--- config.mk ---
export PLATFORM = sky130hd
export DESIGN_NAME = ex_hazard_ctrl
export DESIGN_NICKNAME = d
export VERILOG_FILES = /design/src/rtl/ex_hazard_ctrl_pkg.sv /design/src/rtl/ex_hazard_ctrl_fwd_sel.sv /design/src/rtl/ex_hazard_ctrl.sv
export SDC_FILE = /design/constraint.sdc
export NUM_CORES = 1
export LEC_CHECK = 0
export CAP_MARGIN = 0
export CORE_UTILIZATION = 40
export CTS_BUF_LIST = sky130_fd_sc_hd__clkbuf_4 sky130_fd_sc_hd__clkbuf_8
export CTS_CLUSTER_SIZE = 14
export DETAILED_ROUTE_END_ITERATION = 16
export MAX_ROUTING_LAYER = met4
export PLACE_DENSITY = 0.67
export SLEW_MARGIN = 10
export SYNTH_ARGS = -nofsm -noshare
export SYNTH_HDL_FRONTEND = slang
export SYNTH_HIERARCHICAL = 1
export SYNTH_SLANG_ARGS = --single-unit
--- constraint.sdc ---
create_clock -name clk -period 2.08 [get_ports clk]
set_input_delay 0.208 -clock clk [delete_from_list [all_inputs] [get_ports clk]]
set_output_delay 0.208 -clock clk [all_outputs]
set_load 0.01 [all_outputs]
--- src/rtl/ex_hazard_ctrl_pkg.sv ---
// ============================================================================
// Module : pipe_pkg
// Shared forwarding encodings and the EX/MEM/WB shadow stage record.
// Rev    : 1.0  initial release
// ============================================================================
`default_nettype none

package pipe_pkg;

  localparam int REC_AW = 5;

  localparam logic [1:0] FWD_REG    = 2'b00;
  localparam logic [1:0] FWD_PRE    = 2'b01;
  localparam logic [1:0] FWD_PREPRE = 2'b10;

  localparam logic [REC_AW-1:0] REG_ZERO = 5'd0;

  typedef struct packed {
    logic              valid;
    logic [REC_AW-1:0] rs;
    logic [REC_AW-1:0] rt;
    logic [REC_AW-1:0] dest;
    logic              regWrite;
    logic              memRead;
  } stageRec_t;

endpackage

`default_nettype wire

--- src/rtl/ex_hazard_ctrl_fwd_sel.sv ---
// ============================================================================
// Module : fwd_sel
// Picks one EX operand source from the MEM and WB shadow records.
// Rev    : 1.0  initial release
// ============================================================================
`default_nettype none

module fwd_sel
  import pipe_pkg::*;
(
  input  logic              srcValid,
  input  logic [REC_AW-1:0] srcReg,
  input  stageRec_t         memRec,
  input  stageRec_t         wbRec,
  output logic [1:0]        sel
);

  logic w_memHit;
  logic w_wbHit;
  logic w_unusedFields;

  // A load in MEM only has its address available, so it never feeds EX.
  assign w_memHit = memRec.valid & memRec.regWrite & ~memRec.memRead &
                    (memRec.dest != REG_ZERO) & (memRec.dest == srcReg);
  assign w_wbHit  = wbRec.valid & wbRec.regWrite &
                    (wbRec.dest != REG_ZERO) & (wbRec.dest == srcReg);

  assign w_unusedFields = ^{memRec.rs, memRec.rt, wbRec.rs, wbRec.rt, wbRec.memRead};

  always_comb begin
    sel = FWD_REG;
    if (srcValid) begin
      if (w_memHit)
        sel = FWD_PRE;
      else if (w_wbHit)
        sel = FWD_PREPRE;
    end
  end

endmodule

`default_nettype wire

--- src/rtl/ex_hazard_ctrl.sv ---
// ============================================================================
// Module : ex_hazard_ctrl
// EX-stage forwarding selects, load-use stall/bubble control, stall counter.
// Rev    : 1.0  initial release
// ============================================================================
`default_nettype none

module ex_hazard_ctrl
  import pipe_pkg::*;
#(
  parameter int REG_AW = 5,
  parameter int CNT_W  = 16
) (
  input  logic              clk,
  input  logic              rst_n,
  input  logic              id_valid,
  input  logic [REG_AW-1:0] id_rs,
  input  logic [REG_AW-1:0] id_rt,
  input  logic [REG_AW-1:0] id_rd,
  input  logic              id_reg_dst,
  input  logic              id_reg_write,
  input  logic              id_mem_read,
  input  logic              id_uses_rt,
  input  logic              flush,
  output logic [1:0]        forward_a,
  output logic [1:0]        forward_b,
  output logic              stall,
  output logic              ex_bubble,
  output logic [CNT_W-1:0]  stall_count
);

  stageRec_t r_exRec;
  stageRec_t r_memRec;
  stageRec_t r_wbRec;
  logic [CNT_W-1:0] r_stallCount;

  logic [REC_AW-1:0] w_idRs;
  logic [REC_AW-1:0] w_idRt;
  logic [REC_AW-1:0] w_idDest;
  logic              w_stall;
  logic              w_loadInEx;

  assign w_idRs   = REC_AW'(id_rs);
  assign w_idRt   = REC_AW'(id_rt);
  assign w_idDest = id_reg_dst ? REC_AW'(id_rd) : REC_AW'(id_rt);

  assign w_loadInEx = r_exRec.valid & r_exRec.memRead & (r_exRec.dest != REG_ZERO);
  assign w_stall    = id_valid & ~flush & w_loadInEx &
                      ((r_exRec.dest == w_idRs) | (id_uses_rt & (r_exRec.dest == w_idRt)));

  fwd_sel u_fwdA (
    .srcValid (r_exRec.valid),
    .srcReg   (r_exRec.rs),
    .memRec   (r_memRec),
    .wbRec    (r_wbRec),
    .sel      (forward_a)
  );

  fwd_sel u_fwdB (
    .srcValid (r_exRec.valid),
    .srcReg   (r_exRec.rt),
    .memRec   (r_memRec),
    .wbRec    (r_wbRec),
    .sel      (forward_b)
  );

  always_ff @(posedge clk) begin
    if (!rst_n) begin
      r_exRec      <= '0;
      r_memRec     <= '0;
      r_wbRec      <= '0;
      r_stallCount <= '0;
    end else begin
      r_wbRec  <= r_memRec;
      r_memRec <= r_exRec;
      if (w_stall | flush | ~id_valid) begin
        r_exRec <= '0;
      end else begin
        r_exRec <= '{valid:    1'b1,
                     rs:       w_idRs,
                     rt:       w_idRt,
                     dest:     w_idDest,
                     regWrite: id_reg_write,
                     memRead:  id_mem_read};
      end
      if (w_stall && (r_stallCount != {CNT_W{1'b1}}))
        r_stallCount <= r_stallCount + 1'b1;
    end
  end

  assign stall       = w_stall;
  assign ex_bubble   = ~r_exRec.valid;
  assign stall_count = r_stallCount;

endmodule

`default_nettype wire

Word-level counts from Yosys, hierarchy flattened
Index checks and enable logic that the tools add are counted.
{ "totals": {"inputBits": 23, "romBits": 0, "regBits": 49, "ramBits": 0, "latch_bits": 0, "elab_cells": 58, "out_inout_bits": 22, "mem_count": 0} }
{ "classes": {"mux": 8, "n_addsub": 1, "order_cmp": 0, "div_mod_pow": 0, "bitwise_logic": 23, "reduce_logical": 5, "shifts": 0, "n_mul": 0, "eq_ne": 7} }
{ "ops": {"columns": ["op", "n"], "rows": [
  ["5-bit == test", 6],
  ["18-bit 2-to-1 mux", 1],
  ["16-bit by 1-bit adder with 16-bit output (second input constant)", 1],
  ["16-bit inequality test (second input constant)", 1],
  ["1-bit bitwise AND", 15],
  ["5-bit nonzero test", 3],
  ["2-bit 2-to-1 mux", 6],
  ["5-bit 2-to-1 mux", 1],
  ["1-bit NOT", 5],
  ["1-bit bitwise OR", 3],
  ["2-bit OR reduction", 1],
  ["1-bit logical AND", 1]
]} }

Longest topological paths before layout
Gate-level depths: netlist of the first run.
{ "depth": {"depth_word": 7, "ltp_mapped": 7, "ltp_nobuf": 6} }

Modules after synthesis
Netlist of the first run, hierarchy kept.
{ "modules_own_cells": {"columns": ["mod", "area_per_inst_um2", "n_inst", "cells_each", "seq_area_each_um2"], "rows": [
  ["ex_hazard_ctrl", 2486.1, 1, 253, 1401.3],
  ["fwd_sel", 160.2, 2, 21, 0.0]
]} }

Worst setup path before layout of the first run
No wires, ideal clock.
{ "synth_path": {"kind": "reg-to-reg", "start": "register r_stallCount[0], in the netlist stall_count[0]", "end": "register r_stallCount[5], in the netlist stall_count[5]", "path_slack_ps": 275, "path_stages_with_launch": 8, "setup_time_ps": 135, "required_ps": 1945, "synth_period_minus_slack_ps": 1805, "arrival_ps": 1670, "path_buffers": 1, "cell_sequence": "dfxtp_1 ha_1 and3_1 nand3_1 o21ai_1 clkbuf_1 o311ai_0 o41ai_1"} }
{ "synth_between": {"elab_chain_len": 2, "word_cells_on_any_way": 3, "cone_classes": "add/sub: 1; eq/ne: 1; reduce/logical: 1"} }
{ "synth_lines": {"columns": ["element", "line", "text"], "rows": [
  ["start: declaration", "ex_hazard_ctrl.sv:35", "logic [CNT_W-1:0] r_stallCount;"],
  ["start signal: assignment", "ex_hazard_ctrl.sv:87", "r_stallCount <= r_stallCount + 1'b1;"],
  ["parallel branches: the longest is 2 deep, another holds 16-bit by 1-bit adder with 16-bit output", null, null]
]} }
Several ways; the timed one is not identified.
A chain may end at the register's enable or synchronous reset.

Worst setup path in the final report of the first run
{ "layout_path": {"start": "input id_rt[3]", "end": "output stall"} }
{ "layout_between": {"elab_chain_len": 4} }
{ "layout_lines": {"columns": ["element", "line", "text"], "rows": [
  ["start: declaration", "ex_hazard_ctrl.sv:18", "input logic [REG_AW-1:0] id_rt,"],
  ["5-bit == test", "ex_hazard_ctrl.sv:49", "((r_exRec.dest == w_idRs) | (id_uses_rt & (r_exRec.dest == w_idRt)));"],
  ["1-bit bitwise AND", "ex_hazard_ctrl.sv:49", null],
  ["1-bit bitwise OR", "ex_hazard_ctrl.sv:49", null],
  ["1-bit bitwise AND", "ex_hazard_ctrl.sv:48", "assign w_stall = id_valid & ~flush & w_loadInEx &"],
  ["end: declaration", "ex_hazard_ctrl.sv:27", "output logic stall,"]
]} }
No other way between the ends.

==> impl_metrics.ini, run 1 <==
[run_status]
outcome = finished clean

[placed_design]
gp_congestion = 0.832
io_buffers = 44
hpwlAfterDp_um = 3900
post-place-ws_ns = -0.214

[timing]
drv_slew = 0
worst_pin_slew_ns = 0.428
rsz0062_at_grt = true
hold_viol = 0
max-slew-margin-rel = 0.714
postLayoutSetupSlackWorst_ns = 0.0923
setup-violations-final = 0
fin_crit_ns = 1.99
finClkSkew_ns = 0.0124
fin_crit_sh = 0.956
fmax_ghz = 0.503

[worst_setup_path]
cp.arrival_ns = 1.78
start_kind = primary input
crit_fanout = 2
critPathMaxStageDelay_ns = 0.43
crit_required_ns = 1.87
worstSetupPathType = in -> out
cp_slowest_cell = clkdlybuf4s50_1
end_kind = output pin
rrSetupSlack_ns = 0.12
crit_chain = clkdlybuf4s50_1, xor2_1, nor4_1, a32oi_1, nor2_1, clkdlybuf4s15_1

[die]
fp-row-count = 26
design.core.area_mm2 = 0.00527
die_w_um = 77.1
boundaryPins = 45
fp.dieH_um = 77.1
start_util = 0.428
die-area_mm2 = 0.00594

[routing]
drtIter0Drc = 77
postRouteAntennaNets = 0
viasPerCell = 5.16
totalWireLength_um = 5320
drc_errors = 0
dr.pass1.iters = 4
vias = 1988
wl_per_cell_um = 13.8

[power_and_ir_drop]
p_seq_frac = 0.505
powerDensity_mw_per_mm2 = 624
p_switching_w = 0.000398
p_int_w = 0.00151
power_w = 0.00191
switching_share = 0.208
p_leak_nw = 1.18
clkPwrFrac = 0.414
pwr-share-comb = 0.081
ir_worst_vdd_mv = 0.327

[finish]
fin_nets = 338
drive_above_1_share = 0.146
syn_to_final_growth_pct = 35.8
n_fill_cell = 502
final_common_cell = dfxtp_1
multiInputGateArea_mm2 = 0.00117
seqCellArea_mm2 = 0.00100
mostFrequentLayoutCells = 40 x dfxtp_1, 39 x clkdlybuf4s50_1, 25 x nor2_1
insertedDiodeCount = 0

[global_routing]
grt_pass1_wl_um = 9030
antenna_found_initial = 0
grt_pass1_vias = 1937
grt_max_degree = 31
track_usage = 0.199
overflow = 0

[clock_tree]
htreeDepth = 2
cts_sinks = 49
clock_latency_ns = 0.31
cts_tree = yes
clk_path_buf_depth = 2
numCtsBuffers = 5
path_clk_slew_ns = 0.09
root_buffer = clkbuf_8

[logic_synthesis]
syn_area_per_cell_um2 = 8.91
synth_area_mm2 = 0.00225
syn_nets = 277
synth_cells = 253
synth_warnings = 6

[flow_run]
max_cap_violations = 0

[min_path]
hold_path.class = in -> reg
[flip-flops by register name, summed over array words and instances (netlist names)]
signal and flops:
r_wbRec 7, r_memRec 8, r_exRec 18, stall_count 16
[final timing paths]
kind,start,depth (start not counted),end
worst min register to register,r_exRec[1],1,r_memRec[1]
worst min-delay path,id_mem_read,3,r_exRec[0]
worst max register to register,r_exRec[6],6,stall_count[10]
worst max-delay path,id_rt[3],6,stall
[power groups by stage]
| stage | Clock, W | Sequential, W | Combinational (W) |
|---|---|---|---|
| 6_report | 0.000791 | 0.000965 | 0.000155 |
| 5_1_grt | 0.000836 | 0.000967 | 0.000171 |
| 4_1_cts | 0.000803 | 0.000965 | 0.000155 |
| 3_5_place_dp | 0 | 0.000991 | 0.000153 |
| 3_3_place_gp | 0 | 0.000990 | 0.000151 |
| 2_1_floorplan | 0 | 0.000986 | 0.0000757 |
[stage by stage]
| stage | TNS (ns) | cell area [um^2] | cells | hold slack (ns) | util |
|---|---|---|---|---|---|
| finish | 0 | 3060 | 385 | 0.431 | 0.581 |
| global route | -0.135 | 3060 | 385 | 0.449 | 0.581 |
| CTS | -0.0737 | 3050 | 384 | 0.429 | 0.579 |
| detailed placement | -3.33 | 2890 | 376 | 0.440 | 0.549 |
| global placement | -2.68 | 2890 | 376 | 0.429 | 0.549 |
| floorplan | 0 | 2250 | 253 | 0.320 | - |
[per-layer routing]
layer | GRT usage | vias to the layer above | routed length [um]
met3 | 0.0488 | 8 | 194
met1 | 0.247 | 935 | 2570
li1 | - | 1007 | -
met4 | 0.0717 | 0 | 83
met2 | 0.312 | 38 | 2480
met5 | - | - | 0
[critical path: cells and delay by family]
| kind | cells | cell delay [ns] |
|---|---|---|
| simple gates | 2 | 0.51 |
| buf+inv | 2 | 0.70 |
| xor+xnor | 1 | 0.17 |
| compound gates | 1 | 0.19 |
[layout make-up]
type                            instances  area share
Multi-Input combinational cell        174       0.381
Sequential cell                        49       0.327
Timing Repair Buffer                   66       0.197
Tap cell                               70      0.0286
Clock buffer                            5      0.0225
Inverter                               18      0.0221
Clock inverter                          3      0.0212
[what timing repair did]
| action | 4_1_cts | 5_1_grt |
|---|---|---|
| setup endpoints to repair | 5 | 9 |
| setup buffers | 0 | 1 |
| hold buffers | 0 | 0 |
| gates cloned | 0 | 0 |
| pin swaps | 3 | 1 |
| gates resized for setup | 18 | 4 |
Note: power is estimated with default switching activity, not from simulation.
==> inputs of run 2 (changes only) <==
PLACE_DENSITY = 0.64   (was 0.67)
SLEW_MARGIN = 20   (was 10)
==> run 2 against run 1 <==
  * Via count up 1.1%
  * Cell count increased by 0.26%
  * Non-clock buffer count grew 1
  * Critical path type is now in -> reg
==> impl_metrics.ini, run 2 (synthesized netlist as in run 1, its figures left out) <==
[run_status]
outcome = finished clean

[global_routing]
antenna_found_initial = 0
grt_pass1_wl_um = 8620
track_usage = 0.189
grt_pass1_vias = 1845
overflow = 0
grt_max_degree = 31

[timing]
fin_crit_sh = 0.968
setup-violations-final = 0
max-slew-margin-rel = 0.702
setup_tns_ns = 0
holdWs_ns = 0.293
postLayoutSetupSlackWorst_ns = 0.0673
finClkSkew_ns = 0.00433
fin_crit_ns = 2.01
worst_pin_slew_ns = 0.447
fmax_ghz = 0.497
hold_viol = 0
drv_slew = 0
rsz0062_at_grt = true

[power_and_ir_drop]
switching_share = 0.212
p_switching_w = 0.000413
p_leak_nw = 1.20
pwr-share-comb = 0.087
clkPwrFrac = 0.415
powerDensity_mw_per_mm2 = 618
p_int_w = 0.00153
power_w = 0.00194
p_seq_frac = 0.497
ir_worst_vdd_mv = 0.371

[finish]
mostFrequentLayoutCells = 39 x dfxtp_1, 38 x clkdlybuf4s50_1, 24 x nor2_1
syn_to_final_growth_pct = 39.5
largest_register_ffs = 18
fin_nets = 339
largest_register = r_exRec
fin_util = 0.597
n_fill_cell = 478
drive_above_1_share = 0.177
final_common_cell = dfxtp_1
insertedDiodeCount = 0

[routing]
vias = 2009
totalWireLength_um = 5270
wl_per_cell_um = 13.6
postRouteAntennaNets = 0
dr.pass1.iters = 4
drc_errors = 0
drtIter0Drc = 54
viasPerCell = 5.20

[clock_tree]
cts_tree = yes
clk_path_buf_depth = 2
cts_sinks = 49
clock_latency_ns = 0.30
numCtsBuffers = 5
path_clk_slew_ns = 0.09
htreeDepth = 2
root_buffer = clkbuf_8

[worst_setup_path]
end_kind = flip-flop
r2r_cells = 6
cp_slowest_cell = or4_1
cp.arrival_ns = 2.24
crit_chain = clkdlybuf4s50_1, xor2_1, nor4_2, a32oi_2, buf_12, or4_1, a21oi_2
critPathBufInv = 2
critPathMaxStageDelay_ns = 0.52
worstSetupPathType = in -> reg
crit_fanout = 13
start_kind = primary input
crit_required_ns = 2.31
crit_family = simple AND/OR/NAND/NOR gates
cp.depth = 7

[placed_design]
hpwlAfterDp_um = 3810
io_buffers = 44
gp_congestion = 0.862
post-place-ws_ns = -0.301

[die]
die-area_mm2 = 0.00594
die_w_um = 77.1
fp-row-count = 26
fp.dieH_um = 77.1
design.core.area_mm2 = 0.00527
boundaryPins = 45
start_util = 0.428

[min_path]
hold_path.class = in -> reg
min_path_cells = 4

[flow_run]
max_cap_violations = 0
[run 2: cell type report]
cell class	instances	area [um^2]	share of cell area
clock buffer	5	68.8	0.0219
clock inverter	3	68.8	0.0219
inverter	18	67.6	0.0215
multi-input combinational	174	1200	0.382
sequential	49	1000	0.318
tap	70	87.6	0.0279
timing repair buffer	67	648	0.206
[run 2: tightest hold or removal path: stages]
cell	delay (ns)
dlymetal6s2s_1	0.14
buf_4	0.14
inv_1	0.04
nor2_1	0.03
[run 2: final timing paths]
check / start / to / slack [ns]
worst min register to register: r_exRec[1] / r_memRec[1] / 0.44
worst max-delay path: id_rt[3] / stall_count[8] / 0.07
worst min-delay path: id_rt[2] / r_exRec[9] / 0.29
worst max register to register: r_exRec[4] / stall_count[8] / 0.09
[run 2: per-layer routing]
layer	global-route usage	wire length, um	vias up
li1	-	-	1014
met1	0.243	2500	941
met2	0.305	2490	46
met3	0.0286	211	8
met4	0.0623	66	0
met5	-	0	-
[run 2: power groups by stage]
stage | combinational (W) | clock [W] | sequential [W]
detailed placement | 0.000155 | 0 | 0.000990
global placement | 0.000153 | 0 | 0.000990
finish | 0.000170 | 0.000807 | 0.000966
floorplan | 0.0000757 | 0 | 0.000986
CTS | 0.000158 | 0.000820 | 0.000966
global route | 0.000185 | 0.000859 | 0.000968
[run 2: what timing repair did]
item	CTS	global route
endpoints found under the hold margin	0	0
hold buffers	0	0
cloned	0	1
pin swaps	4	3
resized for setup	21	12
buffers inserted	0	2
endpoints found under the setup margin	5	28
[run 2: stage by stage]
step / instance area, um^2 / std cells
floorplan: 2250 / 253
global placement: 2900 / 375
detailed placement: 2900 / 375
CTS: 3070 / 383
global route: 3140 / 386
finish: 3140 / 386
==> inputs of run 3 (changes only) <==
CORE_UTILIZATION = 54   (was 40)
CTS_BUF_LIST = not set   (was sky130_fd_sc_hd__clkbuf_4 sky130_fd_sc_hd__clkbuf_8)
CTS_CLUSTER_SIZE = 12   (was 14)
PLACE_DENSITY = 0.81   (was 0.64)
==> run 3 against run 2 <==
  * Final area is 5.1% lower
  * Non-clock buffer count down 5
  * Wire length fell by 2.6%
  * Clock skew up 0.0035 ns
  * Critical path depth down 1
  * Register-to-register slack better by 0.04 ns
  * Worst setup slack better by 0.036 ns
  * Critical endpoint is now stall
==> impl_metrics.ini, run 3 (synthesized netlist as in run 1, its figures left out) <==
[run_status]
outcome = finished clean

[worst_setup_path]
cp.arrival_ns = 1.77
start_kind = primary input
worstSetupPathType = in -> out
crit_required_ns = 1.87
crit_fanout = 3
end_kind = output pin

[routing]
drc_errors = 0
dr.pass1.iters = 4
vias = 2013
totalWireLength_um = 5130
wl_per_cell_um = 14.2
viasPerCell = 5.58
drtIter0Drc = 133
postRouteAntennaNets = 0

[timing]
fin_crit_ns = 1.98
drv_slew = 0
setup_tns_ns = 0
finClkSkew_ns = 0.00785
setup-violations-final = 0
max-slew-margin-rel = 0.739
worst_pin_slew_ns = 0.387
fin_crit_sh = 0.950
hold_viol = 0
rsz0062_at_grt = false
fmax_ghz = 0.506

[clock_tree]
clock_latency_ns = 0.30
hold_buffers = 0
cts_sinks = 49
numCtsBuffers = 5
root_buffer = clkbuf_8
clk_path_buf_depth = 2
path_clk_slew_ns = 0.08
htreeDepth = 2
cts_tree = yes

[die]
fp-row-count = 23
die-area_mm2 = 0.00444
die_w_um = 66.6
fp.dieH_um = 66.6
boundaryPins = 45
design.core.area_mm2 = 0.00400
start_util = 0.564

[finish]
final_common_cell = clkdlybuf4s50_1
fin_nets = 334
largest_register = r_exRec
drive_above_1_share = 0.141
fin_util = 0.746
syn_to_final_growth_pct = 32.4
insertedDiodeCount = 0
mostFrequentLayoutCells = 39 x clkdlybuf4s50_1, 38 x dfxtp_1, 24 x nor2_1
largest_register_ffs = 18

[global_routing]
grt_max_degree = 31
antenna_found_initial = 0
grt_pass1_wl_um = 8200
track_usage = 0.249
overflow = 0
grt_pass1_vias = 1791

[power_and_ir_drop]
clkPwrFrac = 0.319
pwr-share-comb = 0.095
powerDensity_mw_per_mm2 = 553
p_seq_frac = 0.586
p_int_w = 0.00127
switching_share = 0.230
p_leak_nw = 1.15
p_switching_w = 0.000379
ir_worst_vdd_mv = 0.410
power_w = 0.00165

[placed_design]
hpwlAfterDp_um = 3750
io_buffers = 44
gp_congestion = 0.864

[flow_run]
max_cap_violations = 0

[min_path]
hold_path.class = in -> reg
run 3: worst paths after layout:
check / from / endpoint / slack, ns / depth (start not counted)
min: id_reg_write / r_exRec[1] / 0.44 / 3
max reg2reg: r_exRec[3] / stall_count[15] / 0.13 / 6
max: id_rt[1] / stall / 0.10 / 6
min reg2reg: r_exRec[1] / r_memRec[1] / 0.46 / 1
run 3: per-stage QoR:
step	instance area (um^2)	setup slack (ns)	hold WS, ns	std cells
4_1_cts	2960	0.00449	0.441	361
5_1_grt	2990	0.00257	0.440	361
3_5_place_dp	2860	-0.232	0.426	353
2_1_floorplan	2250	0.275	0.320	253
6_report	2990	0.104	0.441	361
3_3_place_gp	2860	-0.180	0.419	353
run 3: metal layers:
| metal | global-route usage | vias to the layer above | part of all wire |
|---|---|---|---|
| met5 | - | - | 0 |
| met4 | 0.0824 | 0 | 0.012 |
| met3 | 0.0411 | 9 | 0.039 |
| met2 | 0.395 | 54 | 0.48 |
| met1 | 0.321 | 948 | 0.47 |
| li1 | - | 1002 | - |
run 3: final cells by class:
cell class                      instances  area (um^2)
Clock inverter                          2         10.0
Inverter                               18         67.6
Fill cell                             288         1010
Sequential cell                        49         1000
Timing Repair Buffer                   62          589
Tap cell                               50         62.6
Multi-Input combinational cell        174         1180
Clock buffer                            6         72.6
run 3: what timing repair did:
| item | in CTS | in global routing |
|---|---|---|
| setup endpoints to repair | 5 | 4 |
| pin swaps | 2 | 0 |
| setup buffers | 0 | 0 |
| gates resized for setup | 14 | 10 |
run 3: worst max-delay path, stage by stage:
cell,delay [ns]
clkdlybuf4s50_1,0.45
xor2_1,0.18
nor4_1,0.27
a32oi_1,0.18
nor2_1,0.18
dlygate4sd2_1,0.29
run 3: power groups by stage:
stage | clock network (W) | registers (W) | logic [W]
finish | 0.000527 | 0.000968 | 0.000156
global route | 0.000577 | 0.000970 | 0.000170
CTS | 0.000535 | 0.000968 | 0.000154
detailed placement | 0 | 0.000991 | 0.000151
global placement | 0 | 0.000991 | 0.000148
floorplan | 0 | 0.000986 | 0.0000757
